### config.mk
export PLATFORM = sky130hd
export DESIGN_NAME = parity_stream_unit
export DESIGN_NICKNAME = d
export VERILOG_FILES = /design/src/rtl/parity_stream_unit.sv
export SDC_FILE = /design/constraint.sdc
export NUM_CORES = 1
export LEC_CHECK = 0
export CORE_UTILIZATION = 45
export CTS_CLUSTER_SIZE = 24
export DETAILED_ROUTE_END_ITERATION = 7
export PLACE_DENSITY = 0.78
export SLEW_MARGIN = 20
export SYNTH_ARGS = -nofsm -noshare
export SYNTH_HDL_FRONTEND = slang
export SYNTH_SLANG_ARGS = --single-unit
### constraint.sdc
create_clock -name clk -period 1.85 [get_ports clk]
set_input_delay 0.2775 -clock clk [delete_from_list [all_inputs] [get_ports clk]]
set_output_delay 0.2775 -clock clk [all_outputs]
set_load 0.02 [all_outputs]
### src/rtl/parity_stream_unit.sv
// Pipelined even/odd parity generator and checker for a valid-qualified word stream,
// with per-frame parity accumulation and a saturating parity-error counter.
module parity_stream_unit #(
   parameter int unsigned WIDTH     = 8,
   parameter int unsigned FRAME_LEN = 4,
   parameter int unsigned CNT_W     = 8
) (
   input  logic             clk,
   input  logic             rst,
   input  logic             in_valid,
   input  logic [WIDTH-1:0] in_data,
   input  logic             in_par,
   input  logic             odd_mode,
   input  logic             clr_cnt,
   output logic             out_valid,
   output logic [WIDTH-1:0] out_data,
   output logic             out_par,
   output logic             par_err,
   output logic             frame_done,
   output logic             frame_par,
   output logic [CNT_W-1:0] err_cnt,
   output logic             err_sticky
);

   localparam int unsigned IDX_W = $clog2(FRAME_LEN);
   localparam logic [IDX_W-1:0] LAST_IDX = IDX_W'(FRAME_LEN - 1);

   logic [IDX_W-1:0] idx;
   logic             acc;
   logic             word_x;
   logic             err_event;
   logic [CNT_W-1:0] cnt_next;
   logic             sticky_next;

   assign word_x    = ^in_data;
   assign err_event = out_valid & par_err;

   // Clear is applied before the increment, so a coincident error leaves a count of one.
   always_comb begin
      cnt_next    = clr_cnt ? '0 : err_cnt;
      sticky_next = clr_cnt ? 1'b0 : err_sticky;
      if (err_event) begin
         sticky_next = 1'b1;
         if (cnt_next != '1) begin
            cnt_next = cnt_next + CNT_W'(1);
         end
      end
   end

   always_ff @(posedge clk or posedge rst) begin
      if (rst) begin
         out_valid  <= 1'b0;
         out_data   <= '0;
         out_par    <= 1'b0;
         par_err    <= 1'b0;
         frame_done <= 1'b0;
         frame_par  <= 1'b0;
         idx        <= '0;
         acc        <= 1'b0;
      end else begin
         out_valid <= in_valid;
         if (in_valid) begin
            out_data <= in_data;
            out_par  <= word_x ^ odd_mode;
            par_err  <= word_x ^ in_par ^ odd_mode;
            if (idx == LAST_IDX) begin
               frame_done <= 1'b1;
               frame_par  <= acc ^ word_x ^ odd_mode;
               idx        <= '0;
               acc        <= 1'b0;
            end else begin
               frame_done <= 1'b0;
               idx        <= idx + IDX_W'(1);
               acc        <= acc ^ word_x;
            end
         end else begin
            out_par    <= 1'b0;
            par_err    <= 1'b0;
            frame_done <= 1'b0;
         end
      end
   end

   always_ff @(posedge clk or posedge rst) begin
      if (rst) begin
         err_cnt    <= '0;
         err_sticky <= 1'b0;
      end else begin
         err_cnt    <= cnt_next;
         err_sticky <= sticky_next;
      end
   end

endmodule

# Word level (Yosys, flattened, before mapping)

Index checks and enable logic that the tools add are counted.

$add $sub $neg: 2
Equality and inequality tests: 2
Mux-type cells: 11
Bitwise logic cells: 6
Reduce and logical (&&, ||, !) cells: 3

Operators with widths:

| kind                | number |
|---|---|
| $mux 8              | 3 |
| $add 8x1->8 const B | 1 |
| $ne 8x8->1 const B  | 1 |
| $reduce_xor 8->1    | 1 |
| $mux 1              | 7 |
| $xor 1x1->1         | 5 |
| $add 2x1->2 const B | 1 |
| $eq 2x2->1 const B  | 1 |
| $mux 2              | 1 |
| $reduce_and 2->1    | 1 |
| $reduce_bool 2->1   | 1 |
| $and 1x1->1         | 1 |

Bits in registers: 25
Input bits: 14
Output and inout port bits: 22
Word-level logic and storage cells: 34

# Longest topological paths before layout

Depth after elaboration: 4
Depth in mapped cells: 6
Mapped depth without buffers: 5

# Least setup slack after synthesis

Ideal clock, no wire load.

Path kind: register to register
Start: register err_cnt[1]
End: register err_cnt[2]
Library setup time: 130 ps
Data arrival time: 1484 ps
Required time: 1720 ps
Slack: 235 ps
Cell stages (with the launch flop): 6
Buffers on the path: 0
Period minus slack after synthesis: 1615 ps
Cell sequence: dfrtp_1 -> nand3_1 -> or4_1 -> nand4_1 -> xor2_1 -> nor2_1

Word-level cells in the longest chain between the ends: 4
Elaborated cells on any way between the ends: 5
Classes of those cells: add/sub: 1; eq/ne: 1; mux: 3

Ends and longest elaborated chain:

| item                                      | line   | source |
|---|---|---|
| start: declaration                        | 21     | `output logic [CNT_W-1:0] err_cnt,` |
| start signal: assignment                  | 89     | `err_cnt <= cnt_next;` |
| $mux 8 (*)                                | 40     | `cnt_next = clr_cnt ? '0 : err_cnt;` |
| $add 8x1->8 or $ne 8x8->1 (tied branches) | 45, 44 |  |
| $mux 8 (*)                                | 44     | `if (cnt_next != '1) begin` |
| $mux 8 (*)                                | 42     | `if (err_event) begin` |
| named net cnt_next[2]                     | 32     | `logic [CNT_W-1:0] cnt_next;` |

The timed path passes the listed nets; every way through them passes the cells marked *.
A chain may end at the register's enable or synchronous reset.

# Worst setup path after layout

Start: register err_cnt[1]
End: output port err_cnt[1]

No word-level cell between the ends.

==> impl_metrics.csv <==
group,metric,value,unit
run_status,outcome,"finished, final reports clean",
cts,post_cts_buffers,0,
sta,worst_pin_slew,0.307,ns
worst_setup_path,r2r_cells,5,
synth,synth_nets,110,
synth,seq_area_frac_synth,56.1,%
power,clkPwrFrac,16.7,%
worst_setup_path,cp.required,1.57,ns
finish,utilization,68.6,%
synth,ys_ff_latch,25,
finish,drive_above_1_share,15.3,%
power,peakVddDrop,800,uV
sta,fmax,0.602,GHz
sta,relSlewSlack,79.5,%
finish,syn2layout_area_growth,40.1,%
synth,synth_cell_types,26,
floorplan,die_w,51.8,um
detailed_routing,postRouteAntennaNets,0,
finish,final_cell_mix,"35 x clkdlybuf4s50_1, 25 x dfrtp_1, 11 x nor2_1",
detailed_routing,postRouteWirelength,2.16,mm
power,p_leak,0.650,nW
synth,yosys_warnings,0,
global_route,track_usage,18.3,%
power,pwr-share-seq,48.9,%
cts,cts_max_level,1,
sta,hold_violations,0,
worst_setup_path,crit_type,"reg -> out",
detailed_routing,drt_pass1_iterations,4,
cts,clock_latency,0.32,ns
global_route,antenna_found_initial,0,
sta,setup_viol,0,
cts,clk_pin_slew,0.14,ns
worst_setup_path,slowest_delay,0.63,ns
sta,fin_crit,1.66,ns
cts,tritoncts,"yes",
power,power_density,915,mW/mm^2
floorplan,row_count,17,
min_path,min_path_type,"in -> async",
synth,syn_inst,95,
global_route,grt_max_degree,26,
detailed_routing,drtIter0Drc,8,
cts,ctsRootBufferMaster,"clkbuf_4",
cts,cts_sinks,25,
detailed_routing,vias,861,
sta,slew_violations,0,
finish,nets,153,
worst_setup_path,critPathTopFamily,"buffers and inverters",
cts,cts_hold_buf,0,
finish,diodes,0,
sta,finalClockSkew,0.0107,ns
floorplan,dieArea,0.00268,sq mm
power,internal_power,0.986,mW
cts,cts_buffers,3,
placed_design,dp_hpwl,1.68,mm
worst_setup_path,crit_chain,"clkdlybuf4s50_1",
worst_setup_path,slowest_stage,"clkdlybuf4s50_1",
global_route,gr-total-overflow,0,
sta,hold_slack,0.283,ns
worst_setup_path,r2r_slack,0.22,ns
synth,syn_area,0.00111,sq mm
global_route,grt_pass1_vias,860,
floorplan,initial_utilization,49.0,%
detailed_routing,wl_per_cell,13.1,um
cts,clockBufferDepth,2,
global_route,grt_pass1_wl,3.55,mm
floorplan,core_area,0.00228,sq mm
cts,post_cts_resized,0,
worst_setup_path,cp.arrival,1.38,ns
worst_setup_path,startpoint_type,"register",
placed_design,place_congestion,0.818,
synth,synth_largest_area_cell,"dfrtp_1",
floorplan,io_pins,36,
power,comb_power_share,34.3,%
placed_design,port_buffers,35,
run,drv.max_cap_violation_count,0,
finish,final_common_cell,"clkdlybuf4s50_1",
worst_setup_path,worst_setup_path_end_kind,"output pin",
worst_setup_path,cp_max_fo,4,
power,p_sw,0.442,mW
power,swShare,31.0,%
synth,synthTopCellsByArea,"dfrtp_1 56%, mux2_2 10%, xnor2_1 6.3%",
floorplan,die_y,51.8,um
sta,fin_crit_sh,89.8,%
synth,syn_avg_cell_area,11.7,sq um
worst_setup_path,crit_buf_inv,1,
detailed_routing,routed_via_density,5.22,
synth,synth_top_cell_area_share,56.1,%
worst_setup_path,cp_num_cells,1,
sta,grt_setup_unrepaired,"false",
detailed_routing,post-route-drc-count,0,
[path summary, 6_finish.rpt]
path,from,to
setup reg to reg,err_cnt[1],err_cnt[2]
hold reg to reg,out_data[5],out_data[5]
min in group clk,out_data[5],out_data[5]
setup / recovery,err_cnt[1],err_cnt[1]
hold / removal,rst,err_sticky
max in group asynchronous,rst,out_data[3]
[stage by stage]
stage / setup TNS [ns] / instance area (sq um) / setup WS (ns) / power (mW) / cells
floorplan: 0 / 1110 / 0.235 / 0.995 / 95
global placement: -0.141 / 1530 / -0.0718 / 1.19 / 161
detailed placement: -0.580 / 1530 / -0.156 / 1.21 / 161
CTS: 0 / 1560 / 0.173 / 1.45 / 165
global route: 0 / 1560 / 0.0580 / 1.51 / 165
finish: 0 / 1560 / 0.188 / 1.43 / 165
[kinds of logic after synthesis]
kind of cell,count (synthesis),synth area share (%)
compound gates,10,5.50
buf+inv,7,2.36
mux,10,10.1
flops,25,56.1
fa+ha+maj,1,1.12
xor+xnor,14,12.2
simple gates,28,12.6
[power groups by stage]
stage / registers [mW] / clock network, mW / logic, mW
floorplan: 0.779 / 0 / 0.216
global placement: 0.706 / 0 / 0.485
detailed placement: 0.711 / 0 / 0.497
CTS: 0.700 / 0.247 / 0.498
global route: 0.711 / 0.270 / 0.529
finish: 0.699 / 0.239 / 0.490
[layer usage]
metal  routed length (um)  GRT usage, %  vias to the layer above
met5                    0             0                        -
met3                  118          4.39                        4
met2                 1150          34.4                       29
li1                     -             -                      409
met1                  867          19.2                      419
met4                   27          7.66                        0
[area by class of cell]
type,count,area (sq um)
Timing Repair Buffer,41,395
Fill cell,187,714
Clock buffer,3,22.5
Clock inverter,1,5.00
Sequential cell,25,626
Tap cell,28,35.0
Multi-Input combinational cell,63,463
Inverter,4,15.0
[cells in the mapped netlist]
cell	n
dfrtp_1	25
nor2_1	11
mux2_2	10
xnor2_1	8
xor2_1	5
inv_1	4
a21oi_1	3
clkbuf_1	3
nand2_1	3
o21ai_0	3
and2_1	2
nand3_1	2
nand3b_1	2
or3_1	2
a211oi_1	1
a32o_1	1
ha_1	1
nand2b_1	1
nand4_1	1
nor2b_1	1
nor3_1	1
o211ai_1	1
o22ai_1	1
or2_2	1
or4_1	1
xnor3_1	1
[sequential cells by signal, summed over array words and instances, names as in the netlist]
| name | count |
|---|---|
| err_cnt | 8 |
| out_data | 8 |
| idx | 2 |
| acc | 1 |
| err_sticky | 1 |
| frame_done | 1 |
| frame_par | 1 |
| out_par | 1 |
| out_valid | 1 |
| par_err | 1 |
[worst min-delay path: cells and delay by family]
kind	cells	cell delay [ns]
buffers and inverters	3	0.73
No activity file was read; power rests on OpenSTA's default activity.
